<file path="config.mk">
export PLATFORM = sky130hd
export DESIGN_NAME = mux_tree_nx1_pipe
export DESIGN_NICKNAME = d
export VERILOG_FILES = /design/src/rtl/mux_tree_nx1_pipe.sv
export SDC_FILE = /design/constraint.sdc
export NUM_CORES = 1
export LEC_CHECK = 0
export CORE_ASPECT_RATIO = 2
export CORE_UTILIZATION = 45
export CTS_CLUSTER_DIAMETER = 40
export CTS_CLUSTER_SIZE = 30
export DETAILED_ROUTE_END_ITERATION = 8
export GPL_TIMING_DRIVEN = 1
export PLACE_DENSITY_LB_ADDON = 0.2
export SETUP_SLACK_MARGIN = 0.15
export SLEW_MARGIN = 10
export SYNTH_ARGS = -nofsm -noshare
export SYNTH_HDL_FRONTEND = slang
export SYNTH_SLANG_ARGS = --single-unit
</file>
<file path="constraint.sdc">
create_clock -name clk -period 3.35 [get_ports clk]
set_input_delay 0.335 -clock clk [delete_from_list [all_inputs] [get_ports clk]]
set_output_delay 0.335 -clock clk [all_outputs]
set_load 0.01 [all_outputs]
</file>
<file path="src/rtl/mux_tree_nx1_pipe.sv">
// Pipelined N:1 word multiplexer (4:1 groups, then G:1) with valid/ready handshake and auto-scan.
// Optional even-parity output `out_par` when MUX_OUT_PARITY_EN is defined.
module mux_tree_nx1_pipe #(
  parameter  int N  = 8,
  parameter  int W  = 8,
  localparam int SW = $clog2(N),
  localparam int G  = ((N / 4) > 1) ? (N / 4) : 1
) (
  input  logic            clk,
  input  logic            rst,
  input  logic [N*W-1:0]  a,
  input  logic [SW-1:0]   s,
  input  logic            mode,
  input  logic            in_valid,
  output logic            in_ready,
  output logic [W-1:0]    out,
  output logic [SW-1:0]   out_ch,
  output logic            out_valid,
  input  logic            out_ready
`ifdef MUX_OUT_PARITY_EN
  ,
  output logic            out_par
`endif
);

  localparam int LW = (SW >= 2) ? 2 : 1;
  localparam int HW = (SW > 2) ? (SW - 2) : 1;

  logic [SW-1:0] r_scan;
  logic [W-1:0]  r_grp_p1 [G];
  logic [SW-1:0] r_sel_p1;
  logic          r_vld_p1;
  logic [W-1:0]  r_out_p2;
  logic [SW-1:0] r_ch_p2;
  logic          r_vld_p2;

  logic [SW-1:0] w_sel;
  logic [LW-1:0] w_lo;
  logic [HW-1:0] w_hi;
  logic [W-1:0]  w_grp [G];
  logic          w_load_p2;
  logic          w_acc;

  assign w_load_p2 = !r_vld_p2 || out_ready;
  assign in_ready  = !r_vld_p1 || w_load_p2;
  assign w_acc     = in_valid && in_ready;

  assign w_sel = mode ? r_scan : s;
  assign w_lo  = w_sel[LW-1:0];

  always_comb begin
    for (int g = 0; g < G; g++) begin
      w_grp[g] = a[(4 * g + int'(w_lo)) * W +: W];
    end
  end

  // Group index for the final stage; small trees have only group 0.
  generate
    if (SW > 2) begin : g_hi
      assign w_hi = r_sel_p1[SW-1:2];
    end else begin : g_hi0
      assign w_hi = '0;
    end
  endgenerate

  // Scan counter: cleared in manual mode so auto-scan always starts at channel 0.
  always_ff @(posedge clk) begin
    if (rst) begin
      r_scan <= '0;
    end else if (!mode) begin
      r_scan <= '0;
    end else if (w_acc) begin
      r_scan <= r_scan + SW'(1);
    end
  end

  // Stage 1: per-group 4:1 selection on accept
  always_ff @(posedge clk) begin
    if (rst) begin
      r_vld_p1 <= 1'b0;
      r_sel_p1 <= '0;
      for (int g = 0; g < G; g++) r_grp_p1[g] <= '0;
    end else if (w_acc) begin
      r_vld_p1 <= 1'b1;
      r_sel_p1 <= w_sel;
      for (int g = 0; g < G; g++) r_grp_p1[g] <= w_grp[g];
    end else if (w_load_p2) begin
      r_vld_p1 <= 1'b0;
    end
  end

  // Stage 2: group select, output register
  always_ff @(posedge clk) begin
    if (rst) begin
      r_vld_p2 <= 1'b0;
      r_out_p2 <= '0;
      r_ch_p2  <= '0;
    end else if (w_load_p2) begin
      r_vld_p2 <= r_vld_p1;
      if (r_vld_p1) begin
        r_out_p2 <= r_grp_p1[w_hi];
        r_ch_p2  <= r_sel_p1;
      end
    end
  end

  assign out       = r_out_p2;
  assign out_ch    = r_ch_p2;
  assign out_valid = r_vld_p2;

`ifdef MUX_OUT_PARITY_EN
  logic r_par_p2;

  always_ff @(posedge clk) begin
    if (rst) begin
      r_par_p2 <= 1'b0;
    end else if (w_load_p2 && r_vld_p1) begin
      r_par_p2 <= ^r_grp_p1[w_hi];
    end
  end

  assign out_par = r_par_p2;
`endif

endmodule

</file>
==> flow_metrics.tcl <==
set metrics [dict create \
    yosys_warnings 0 \
    syn_to_final_growth_pct 46.6 \
    synth_largest_area_cell "edfxtp_1" \
    grt_setup_unrepaired "false" \
    vias 1594 \
    grt_max_degree 34 \
    finalPower_uw 1010 \
    synth_top_area_share 0.247 \
    worst_slew_pin_slew_ns 0.766 \
    synthArstFlopShare 0 \
    wirelength_mm 3.96 \
    die_area_sq_mm 0.00460 \
    cts_buffer_depth 2 \
    syn-mean-instance-area_sq_um 11.2 \
    clock_sinks 35 \
    cp-start-kind "input port" \
    power_leakage_uw 0.00114 \
    root_buffer "clkbuf_8" \
    hpwl_mm 3.22 \
    p_per_area_mw_per_mm2 354 \
    critPathRequiredTime_ns 3.44 \
    synth_edf_count 16 \
    clk_pin_slew_worst_paths_ns 0.06 \
    cts_buffers 5 \
    cts_resized 0 \
    grt_usage 0.185 \
    drive_gt1_frac 0.0866 \
    avgRoutedWirePerCell_microns 13.0 \
    core_sq_mm 0.00413 \
    die_h_microns 95.0 \
    grt_pass1_vias 1576 \
    ios 85 \
    endpoint_kind "flip-flop" \
    cts_setup_buffers 0 \
    cp_slowest_stage_delay_ns 0.63 \
    holdBufCountCts 0 \
    maxCapViolations 0 \
    min_period_over_period 0.704 \
    setup.worst_path.class "in2reg" \
    ant_nets 0 \
    h-tree-depth 2 \
    peakVddDrop_v 0.000241 \
    worstPathMaxFanout 14 \
    via_per_inst 5.21 \
    fin_setup_tns_ns 0 \
    placed_cells 298 \
    max_freq_mhz 424 \
    start_util 0.471 \
    ys.flop_type "dfxtp_1" \
    fin_crit_ns 2.36 \
    holdCritPathClass "reg2reg" \
    worstPathCellList "clkdlybuf4s50_1, nand3b_1, and2_1, nand3b_1, o22ai_1" \
    dr.pass1.iters 4 \
    crit_slowest_cell "nand3b_1" \
    critPathTopFamily "simple AND/OR/NAND/NOR gates" \
    yosysUniqueCellTypes 33 \
    port_buffers 84 \
    synth_common_cells "mux2i_1 (41), nor2_1 (21), dfxtp_1 (19)" \
    cp_num_buf_inv 1 \
    diodes 0 \
    fin_skew_ns 0.00437 \
    drc 0 \
    rows 33 \
    gp_congestion 0.789 \
    worstSkewPairLatency_ns 0.28 \
    hold_viol_final 0 \
    status "finished clean" \
    cts_tree "yes" \
    die_w_microns 48.5 \
    fin_nets 326 \
    syn-num-nets 246 \
    setup_violations 0 \
    maxSlewHeadroom 0.488 \
    synth_seq_area_share 0.443 \
    synth_cells 173 \
    cp_common_cell "nand3b_1" \
    grt_first_pass_wirelength_mm 6.41 \
    arrival_ns 2.45 \
    grt.overflow.total 0 \
    fin_cells 306 \
    slew_viol_final 0 \
    drt-initial-drc-count 17 \
    synth_top_cells_by_area "edfxtp_1 (25%), mux2i_1 (21%), dfxtp_1 (20%), o22ai_2 (6.4%), nor2_1 (4.1%)" \
    ys_ff_latch 35 \
    yosysMostFrequentCell "mux2i_1" \
    syn_area_sq_mm 0.00194 \
    antenna_found_initial 0 \
]
==> cells by family after synthesis <==
logic type	Yosys count	share of synthesized area
AO/OA/AOI/OAI	33	0.146
XOR/XNOR	2	0.00901
adder cells (fa/ha/maj)	1	0.00643
buffers and inverters	15	0.0534
flip-flops	35	0.443
multiplexers	42	0.223
AND/OR/NAND/NOR	45	0.120
==> worst min-delay path, delay by kind of cell (launching register included) <==
kind	cells	cell delay [ns]
AOI/OAI and AO/OA	1	0.05
buffers and inverters	1	0.05
DFF	1	0.32
==> power by group <==
| group | internal, uW | leakage [uW] | switching (uW) |
|---|---|---|---|
| combinational | 146 | 0.000764 | 86.7 |
| sequential | 479 | 0.000332 | 16.4 |
| clock | 146 | 0.0000422 | 136 |
==> placed cells by master, fill, tap and decap left out, types with 2 or more instances in the layout <==
cell type	instances
a211oi_1	10
a21oi_1	4
and2_1	2
buf_4	2
clkbuf_1	2
clkbuf_8	5
clkdlybuf4s50_1	84
dfxtp_1	19
edfxtp_1	16
inv_1	2
mux2i_1	41
nand2b_1	4
nand3b_1	2
nor2_1	21
nor2b_1	4
nor3_1	4
o22ai_1	6
o22ai_2	10
o32ai_1	2
or2b_1	2
==> final cells by class <==
class	count	area (sq um)
Clock buffer	7	76.3
Clock inverter	1	5.00
Fill cell	354	1280
Inverter	2	7.51
Multi-Input combinational cell	123	980
Sequential cell	35	861
Tap cell	52	65.1
Timing Repair Buffer	86	856
==> routing by layer <==
metal / up-vias / track usage / wire [microns]
met5: - / 0 / 0
li1: 804 / - / -
met4: 0 / 0.110 / 92
met3: 10 / 0.0499 / 223
met1: 707 / 0.157 / 1400
met2: 73 / 0.370 / 2250
==> final timing paths <==
path,startpoint,to,slack [ns],depth (start not counted)
setup reg to reg,out_valid,r_grp_p1[0][6],1.21,4
hold / removal,r_vld_p1,out_valid,0.47,2
setup / recovery,out_ready,r_grp_p1[0][6],0.99,5
hold reg to reg,r_vld_p1,out_valid,0.47,2
==> state kept, by name, summed over array words and instances, names as in the netlist <==
name / cells
out: 8
out_ch: 3
out_valid: 1
r_grp_p1: 16
r_scan: 3
r_sel_p1: 3
r_vld_p1: 1
==> through the flow <==
stage	cell area [sq um]	setup slack (ns)	util	hold WS [ns]
2_1_floorplan	1940	1.70	-	0.434
3_3_place_gp	2770	0.820	0.671	0.451
3_5_place_dp	2770	0.755	0.671	0.461
4_1_cts	2850	1.02	0.690	0.470
5_1_grt	2850	0.835	0.690	0.494
6_report	2850	0.990	0.690	0.467
No activity file was read; power rests on OpenSTA's default activity.
